[config.mk]
export PLATFORM = sky130hd
export DESIGN_NAME = twiddle_seq
export DESIGN_NICKNAME = d
export VERILOG_FILES = /design/src/rtl/twiddle_seq.sv
export SDC_FILE = /design/constraint.sdc
export NUM_CORES = 1
export LEC_CHECK = 0
export BUFFER_PORTS_ARGS = -buffer_cell sky130_fd_sc_hd__buf_2
export CAP_MARGIN = 20
export CORE_ASPECT_RATIO = 1.5
export CORE_MARGIN = 5
export CORE_UTILIZATION = 30
export DETAILED_ROUTE_END_ITERATION = 10
export GPL_TIMING_DRIVEN = 0
export SYNTH_ARGS = -nofsm -noshare
export SYNTH_HDL_FRONTEND = slang
export SYNTH_HIERARCHICAL = 1
export SYNTH_SLANG_ARGS = --single-unit
[constraint.sdc]
create_clock -name clk -period 4.8 [get_ports clk]
set_clock_uncertainty 0.2 [all_clocks]
set_input_delay 0.48 -clock clk [delete_from_list [all_inputs] [get_ports clk]]
set_output_delay 0.48 -clock clk [all_outputs]
set_load 0.05 [all_outputs]
[src/rtl/twiddle_seq.sv]
// twiddle_seq: multiplies a stream of complex samples by W8^k, with k = sample count mod 4.
// Even k needs only swaps and negations, so the result is ready one cycle after accept.
// Odd k needs a 1/sqrt(2) scaling. One shared div_sqrt_2 does the real part, then the
// imaginary part, so the result is ready three cycles after accept.
// Optional feature: define TWIDDLE_SEQ_SOF_EN to add the in_sof input.
// A sample accepted with in_sof=1 uses k=0, and the index restarts from there.

// D(x) = x/2 + x/8 + x/16 + x/64 (~ x/sqrt(2)), arithmetic shifts, W-bit wrapping adds.
module div_sqrt_2 #(
    parameter int unsigned W = 8
) (
    input  logic signed [W-1:0] x_i,
    output logic signed [W-1:0] y_o
);

    // Pure combinational shift-and-add.
    always_comb begin
        y_o = (x_i >>> 1) + (x_i >>> 3) + (x_i >>> 4) + (x_i >>> 6);
    end

endmodule

module twiddle_seq #(
    parameter  int unsigned N = 3,
    localparam int unsigned W = 2 ** N
) (
    input  logic                clk,
    input  logic                rst,
    input  logic                in_valid,
    output logic                in_ready,
    input  logic signed [W-1:0] in_re,
    input  logic signed [W-1:0] in_im,
`ifdef TWIDDLE_SEQ_SOF_EN
    input  logic                in_sof,
`endif
    output logic                out_valid,
    input  logic                out_ready,
    output logic signed [W-1:0] out_re,
    output logic signed [W-1:0] out_im,
    output logic [1:0]          k_idx
);

    typedef enum logic [1:0] {
        StIdle,
        StMulRe,
        StMulIm,
        StOut
    } state_e;

    state_e              state_q, state_d;
    logic [1:0]          k_q, k_d;
    logic signed [W-1:0] op_re_q, op_re_d;
    logic signed [W-1:0] op_im_q, op_im_d;
    logic signed [W-1:0] out_re_q, out_re_d;
    logic signed [W-1:0] out_im_q, out_im_d;
    logic                out_valid_q, out_valid_d;
    logic                in_ready_q, in_ready_d;

    logic                accept;
    logic [1:0]          k_eff;
    logic signed [W-1:0] sum_ab, dif_ba, neg_sum, neg_a;
    logic signed [W-1:0] div_in, div_out;

    // The divider input follows the phase: real operand in StMulRe, imaginary in StMulIm.
    always_comb begin
        div_in = (state_q == StMulIm) ? op_im_q : op_re_q;
    end

    div_sqrt_2 #(
        .W (W)
    ) u_div (
        .x_i (div_in),
        .y_o (div_out)
    );

    // Next-state, datapath and handshake logic.
    always_comb begin
        state_d     = state_q;
        k_d         = k_q;
        op_re_d     = op_re_q;
        op_im_d     = op_im_q;
        out_re_d    = out_re_q;
        out_im_d    = out_im_q;
        out_valid_d = out_valid_q;
        in_ready_d  = in_ready_q;

        accept  = in_valid & in_ready_q;
        k_eff   = k_q;
`ifdef TWIDDLE_SEQ_SOF_EN
        if (in_sof) begin
            k_eff = 2'd0;
        end
`endif
        sum_ab  = in_re + in_im;
        dif_ba  = in_im - in_re;
        neg_sum = -in_re - in_im;
        neg_a   = -in_re;

        unique case (state_q)
            StIdle: begin
                if (accept) begin
                    k_d        = 2'(k_eff + 2'd1);
                    in_ready_d = 1'b0;
                    unique case (k_eff)
                        2'd0: begin
                            out_re_d    = in_re;
                            out_im_d    = in_im;
                            out_valid_d = 1'b1;
                            state_d     = StOut;
                        end
                        2'd1: begin
                            op_re_d = sum_ab;
                            op_im_d = dif_ba;
                            state_d = StMulRe;
                        end
                        2'd2: begin
                            out_re_d    = in_im;
                            out_im_d    = neg_a;
                            out_valid_d = 1'b1;
                            state_d     = StOut;
                        end
                        default: begin
                            op_re_d = dif_ba;
                            op_im_d = neg_sum;
                            state_d = StMulRe;
                        end
                    endcase
                end
            end
            StMulRe: begin
                out_re_d = div_out;
                state_d  = StMulIm;
            end
            StMulIm: begin
                out_im_d    = div_out;
                out_valid_d = 1'b1;
                state_d     = StOut;
            end
            default: begin
                if (out_ready) begin
                    out_valid_d = 1'b0;
                    in_ready_d  = 1'b1;
                    state_d     = StIdle;
                end
            end
        endcase
    end

    // All state registers, with a synchronous reset that drops any sample in flight.
    always_ff @(posedge clk) begin
        if (rst) begin
            state_q     <= StIdle;
            k_q         <= 2'd0;
            op_re_q     <= '0;
            op_im_q     <= '0;
            out_re_q    <= '0;
            out_im_q    <= '0;
            out_valid_q <= 1'b0;
            in_ready_q  <= 1'b1;
        end else begin
            state_q     <= state_d;
            k_q         <= k_d;
            op_re_q     <= op_re_d;
            op_im_q     <= op_im_d;
            out_re_q    <= out_re_d;
            out_im_q    <= out_im_d;
            out_valid_q <= out_valid_d;
            in_ready_q  <= in_ready_d;
        end
    end

    assign in_ready  = in_ready_q;
    assign out_valid = out_valid_q;
    assign out_re    = out_re_q;
    assign out_im    = out_im_q;
    assign k_idx     = k_q;

endmodule

==> results of run 1 <==
==> area by class of cell <==
| cell class | count | area (um2) | area share |
|---|---|---|---|
| inverter | 46 | 172.7 | 0.04326 |
| buffer | 22 | 83.83 | 0.02100 |
| clock buffer | 6 | 128.9 | 0.03229 |
| multi-input combinational | 331 | 2467 | 0.6182 |
| clock inverter | 2 | 35.03 | 0.008777 |
| tap | 150 | 187.7 | 0.04702 |
| timing repair buffer | 39 | 195.2 | 0.04890 |
| sequential | 36 | 720.7 | 0.1806 |
==> layout by cell type, fill, tap and decap left out, types with 5 or more instances in the layout <==
master,count
o21ai_0,22
nand2b_1,7
a211oi_1,14
mux2i_1,20
clkbuf_1,20
nand3_1,8
nor2_1,53
ha_1,38
buf_2,39
xor2_1,6
nor2b_1,7
inv_1,46
xnor2_1,19
nor3_1,8
fa_1,9
dfxtp_1,36
mux2_2,9
nand2_1,24
clkbuf_16,5
a21oi_1,39
==> metrics by stage <==
stage / hold WS, ps / instance area [um2]
after floorplan: 228.4 / 3445
after global placement: 236.6 / 3827
after detailed placement: 241.9 / 3827
after CTS: 233.4 / 3993
after global routing: 264.5 / 3991
final: 239.8 / 3991
==> timing repair <==
item | CTS | global route
hold endpoints to repair | 0 | 0
gates resized for setup | 1 | 1
setup endpoints to repair | 3 | 5
==> path summary, 6_finish.rpt <==
| check | end | slack, ps | cells past startpoint |
|---|---|---|---|
| max reg2reg | out_im[5] | 350 | 16 |
| min reg2reg | op_im_q[1] | 250 | 2 |
| max | out_im[5] | 350 | 16 |
| min | op_re_q[7] | 240 | 2 |
==> report_power, final <==
| part | leakage [uW] | internal (uW) | switching (uW) | total (uW) |
|---|---|---|---|---|
| Sequential | 0.000294 | 396 | 53.6 | 449 |
| Combinational | 0.00138 | 405 | 819 | 1220 |
| Clock | 0.0000808 | 244 | 129 | 374 |
| Total | 0.00176 | 1040 | 1000 | 2050 |
==> flip-flops by register name (all words and copies together) (netlist names) <==
register,count
in_ready,1
k_idx,2
op_im_q,7
op_re_q,7
out_im,8
out_re,8
out_valid,1
state_q,2
==> per-layer routing <==
layer  up-vias  wire, um
met4         0       242
met5         -         0
li1       1594         -
met1      1460      3796
met3        18       317
met2        74      5057
==> worst max-delay path: stages, from the launching register on <==
cell and delay [ps]:
dfxtp_1 350, inv_1 100, ha_2 300, clkbuf_2 310, mux2_2 420, fa_1 490, fa_1 520, ha_1 210
inv_1 70, fa_1 400, nor2b_1 180, o21ai_0 120, nand2_1 90, xor2_1 140, inv_1 70, a211o_1 290
a21oi_1 110
==> impl_metrics.csv, run 1 <==
group,metric,value,unit
grt,grt_pass1_wl,15.35,mm
place,io_buffers,39,
final_layout,final_util,0.3498,
sta,setup_slack,350.4,ps
power_and_ir_drop,power,2046,uW
sta,drv_slew,0,
sta,max_slew.worst_pin.slew,632.2,ps
logic_synthesis,syn_inst,436,
cts,cts.sink_count,36,
grt,grt_use_met3,0.02129,
final_layout,syn2layout_area_growth,15.87,%
final_layout,n_antenna_cell,0,
grt,met1_usage,0.1450,
cts,cts.htree.levels,2,
outcome,status,"completed",
final_layout,layout.cells.non_filler,632,
final_layout,fillers,1220,
drt,drtIter0Drc,141,
critical_path,worst-setup-path-type,"flip-flop to flip-flop",
cts,cts_hold_buf,0,
final_layout,drive_gt1_frac,0.1307,
grt,grt_max_degree,12,
drt,postRouteAntennaNets,0,
drt,wire_per_inst,14.90,um
die,start_util,0.3019,
place,place_congestion,0.8570,
sta,rsz0062_at_grt,"false",
sta,finalSetupViolations,0,
cts,numCtsBuffers,5,
sta,min_period,4450,ps
place,pre_cts_ws,-72.19,ps
hold_path,worstHoldStart,"rst",
die,fp.dieH,141.2,um
sta,hold_violations,0,
logic_synthesis,synth_area,0.003445,mm2
die,rows,48,
cts,clk_path_buf_depth,2,
grt,grt_busiest_layer,"met2",
grt,first_global_vias,3199,
power_and_ir_drop,p_leak,0.001759,uW
critical_path,worstSetupStartpointType,"flip-flop",
critical_path,endpoint_kind,"flip-flop",
logic_synthesis,synth.net_count,504,
drt,vias,3146,
grt,antenna_found_initial,0,
drt,drc_errors,0,
sta,timing.fmax,224.7,MHz
die,fp.dieArea,0.01377,mm2
sta,fin_tns_setup,0,ps
drt,dr.pass1.iters,4,
grt,grt-ovfl-total,0,
critical_path,path_max_fanout,10,
run,cap_violations,0,
grt,gr-usage-all-layers,0.1373,
logic_synthesis,avgSynthCellArea,7.900,um2
critical_path,required,4810,ps
cts,insertion_delay,290,ps
final_layout,final_net_count,549,
power_and_ir_drop,max-vdd-ir-drop,0.1543,mV
cts,path_clk_slew,60,ps
place,hpwlAfterDp,7.839,mm
sta,min_period_over_period,0.9270,
critical_path,r2r_start,"state_q[0]",
critical_path,cp_data_arrival_time,4460,ps
cts,post-cts-setup-buffers,0,
logic_synthesis,synth_warnings,6,
power_and_ir_drop,power_density,512.6,mW/mm2
sta,maxSlewHeadroom,0.5665,
cts,cts-root-buf,"clkbuf_16",
grt,grt_use_met2,0.2689,
die,die_x,97.49,um
die,coreArea,0.01141,mm2
drt,routed_via_density,4.978,
cts,cts_tree,"done",
hold_path,hold_class,"primary input to flip-flop",
drt,drt-total-wl,9.414,mm
place,place_inst,625,
die,io_pins,40,
critical_path,crit_start,"state_q[0]",
Note: power is estimated with default switching activity, not from simulation.
==> run 2: changes to the inputs <==
SYNTH_HIERARCHICAL = unset   (was 1)
==> run 2 against run 1 <==
Die area is 1.6% lower. Combinational power hardly changed. Cell count is 1.1% lower. Flip-flop and latch count stayed put. Sequential power hardly changed. Synthesized cell count is 0.69% lower. Largest cell class unchanged.
==> impl_metrics.csv, run 2 <==
group,metric,value,unit
cts,numCtsBuffers,5,
die,rows,47,
hold_path,hold_class,"flip-flop to flip-flop",
drt,vias,3167,
final_layout,fillers,1202,
cts,insertion_delay,290,ps
logic_synthesis,syn_inst,433,
critical_path,worst-setup-path-type,"flip-flop to flip-flop",
grt,first_global_vias,3187,
sta,rsz0062_at_grt,"false",
logic_synthesis,synth_compound_area_frac,0.2249,
drt,postRouteAntennaNets,0,
drt,drtIter0Drc,121,
grt,grt_busiest_layer,"met2",
cts,cts-root-buf,"clkbuf_16",
final_layout,layout_commonest_cell,"nand2_1",
sta,hold_slack,252.4,ps
grt,grt_use_met3,0.02537,
logic_synthesis,synth_top_cell_by_area,"dfxtp_1",
run,cap_violations,0,
place,io_buffers,38,
place,hpwlAfterDp,7.985,mm
logic_synthesis,synth-simple-area-share,0.1746,
critical_path,worstSetupStartpointType,"flip-flop",
hold_path,hold_end,"out_re[2]",
die,die_x,96.71,um
place,pre_cts_ws,-704.1,ps
grt,grt_max_degree,13,
logic_synthesis,yosysSeqAreaShare,0.2130,
sta,maxSlewHeadroom,0.4786,
cts,path_clk_slew,50,ps
critical_path,r2r_start,"state_q[0]",
logic_synthesis,synth.net_count,497,
logic_synthesis,synthAdderAreaFrac,0.1805,
die,coreArea,0.01106,mm2
power_and_ir_drop,p_leak,0.001756,uW
die,fp.dieH,140.1,um
logic_synthesis,synth_edf_count,0,
logic_synthesis,synth_warnings,0,
drt,wire_per_inst,15.75,um
critical_path,rrSetupSlack,300,ps
critical_path,endpoint_kind,"flip-flop",
die,io_pins,40,
drt,routed_via_density,5.067,
final_layout,final_util,0.3577,
critical_path,reg2reg_depth,17,
logic_synthesis,synthFlopType,"dfxtp_1",
cts,cts_tree,"done",
power_and_ir_drop,max-vdd-ir-drop,0.1809,mV
critical_path,r2r_end,"out_im[5]",
logic_synthesis,ys_top_cells_by_count,"45 x nand2_1, 40 x a21oi_1, 39 x inv_1",
logic_synthesis,async_reset_ff_frac,0,
logic_synthesis,synthDistinctLibCells,50,
grt,gr-usage-all-layers,0.1445,
logic_synthesis,synth_area_leaders,"dfxtp_1 21%, ha_1 13%, a21oi_1 5.9%, nand2_1 5.0%, fa_1 4.7%",
logic_synthesis,synth-seq-cells,36,
outcome,status,"completed",
cts,cts.htree.levels,2,
final_layout,drive_gt1_frac,0.1360,
drt,dr.pass1.iters,4,
logic_synthesis,yosys.area.top_type_share,0.2130,
hold_path,hold_depth,2,
logic_synthesis,synthMuxAreaShare,0.06398,
cts,cts.sink_count,36,
logic_synthesis,synth_area,0.003383,mm2
sta,min_period_over_period,0.9371,
die,start_util,0.3060,
critical_path,cp_data_arrival_time,4450,ps
cts,clk_path_buf_depth,2,
sta,setup_slack,301.8,ps
sta,hold_violations,0,
sta,timing.fmax,222.3,MHz
sta,max_slew.worst_pin.slew,782.1,ps
final_layout,final_net_count,541,
final_layout,layout_common_cells,"45 x nand2_1, 41 x buf_2, 39 x inv_1, 39 x a21oi_1, 36 x dfxtp_1",
logic_synthesis,avgSynthCellArea,7.813,um2
die,fp.dieArea,0.01355,mm2
grt,grt-ovfl-total,0,
sta,finalSetupViolations,0,
grt,antenna_found_initial,0,
power_and_ir_drop,power_density,512.3,mW/mm2
drt,drc_errors,0,
final_layout,n_antenna_cell,0,
critical_path,path_max_fanout,10,
cts,post-cts-setup-buffers,0,
grt,grt_use_met2,0.2678,
grt,met1_usage,0.1554,
logic_synthesis,synth_top_family_by_area,"compound AO/OA/AOI/OAI gates",
logic_synthesis,synth-xor-area-share,0.07249,
sta,drv_slew,0,
logic_synthesis,synth_most_common_cell,"nand2_1",
drt,drt-total-wl,9.841,mm
final_layout,syn2layout_area_growth,16.90,%
grt,grt_pass1_wl,15.85,mm
sta,min_period,4498,ps
place,place_congestion,0.8896,
critical_path,required,4750,ps
hold_path,worstHoldStart,"out_re[2]",
run 2: power breakdown:
group / internal (uW) / total, uW / switching [uW] / leakage, uW
combinational: 372 / 1200 / 832 / 0.00138
sequential: 394 / 451 / 57.7 / 0.000294
clock: 244 / 371 / 128 / 0.0000798
total: 1010 / 2030 / 1020 / 0.00176
run 2: layout make-up:
cell class	instances	area, um2	area share
Timing Repair Buffer	38	190.2	0.04809
Buffer	22	93.84	0.02373
Multi-Input combinational cell	335	2452	0.6201
Inverter	39	146.4	0.03701
Clock inverter	3	42.54	0.01076
Tap cell	147	183.9	0.04650
Sequential cell	36	720.7	0.1822
Clock buffer	5	125.1	0.03164
run 2: cells by family after synthesis:
kind of cell,count (synthesis)
and+or+nand+nor,126
AOI/OAI and AO/OA,116
xor gates and xnor gates,28
DFF,36
buffers and inverters,62
muxes,21
adders and majority gates,44
run 2: worst max path at each step:
stage | start | to | depth (start not counted)
after floorplan | state_q[0] | out_im[6] | 17
after global placement | state_q[0] | out_re[6] | 17
after detailed placement | state_q[0] | out_re[6] | 17
after CTS | state_q[0] | out_re[6] | 16
after global routing | state_q[0] | out_im[6] | 16
final | state_q[0] | out_im[5] | 17
run 2: metal layers:
metal / vias to the layer above / wire length [um]
met5: - / 0
met4: 0 / 404
met3: 19 / 348
met2: 64 / 5069
met1: 1492 / 4019
li1: 1592 / -
run 2: critical path, stage by stage (launching register included):
cell and delay, ps:
dfxtp_1 350, inv_1 100, ha_2 300, clkbuf_4 270, mux2i_1 450, xor2_1 120, ha_1 300, inv_1 50
fa_1 500, inv_1 50, ha_1 230, fa_1 410, a21o_1 190, a21oi_1 180, xor2_1 300, nand2_1 90
o211ai_1 170, a21oi_1 110
run 2: stage by stage:
stage | area (um2) | power (uW) | cells | TNS, ps
6_report | 3955 | 2026 | 625 | 0
2_1_floorplan | 3383 | 1337 | 433 | 0
5_1_grt | 3955 | 2169 | 625 | 0
3_5_place_dp | 3757 | 1646 | 618 | -2254
4_1_cts | 3933 | 2027 | 625 | 0
3_3_place_gp | 3757 | 1629 | 618 | -1912
run 2: what timing repair did:
action	4_1_cts	5_1_grt
gates resized for setup	5	5
endpoints found under the setup margin	8	6
hold buffers	0	0
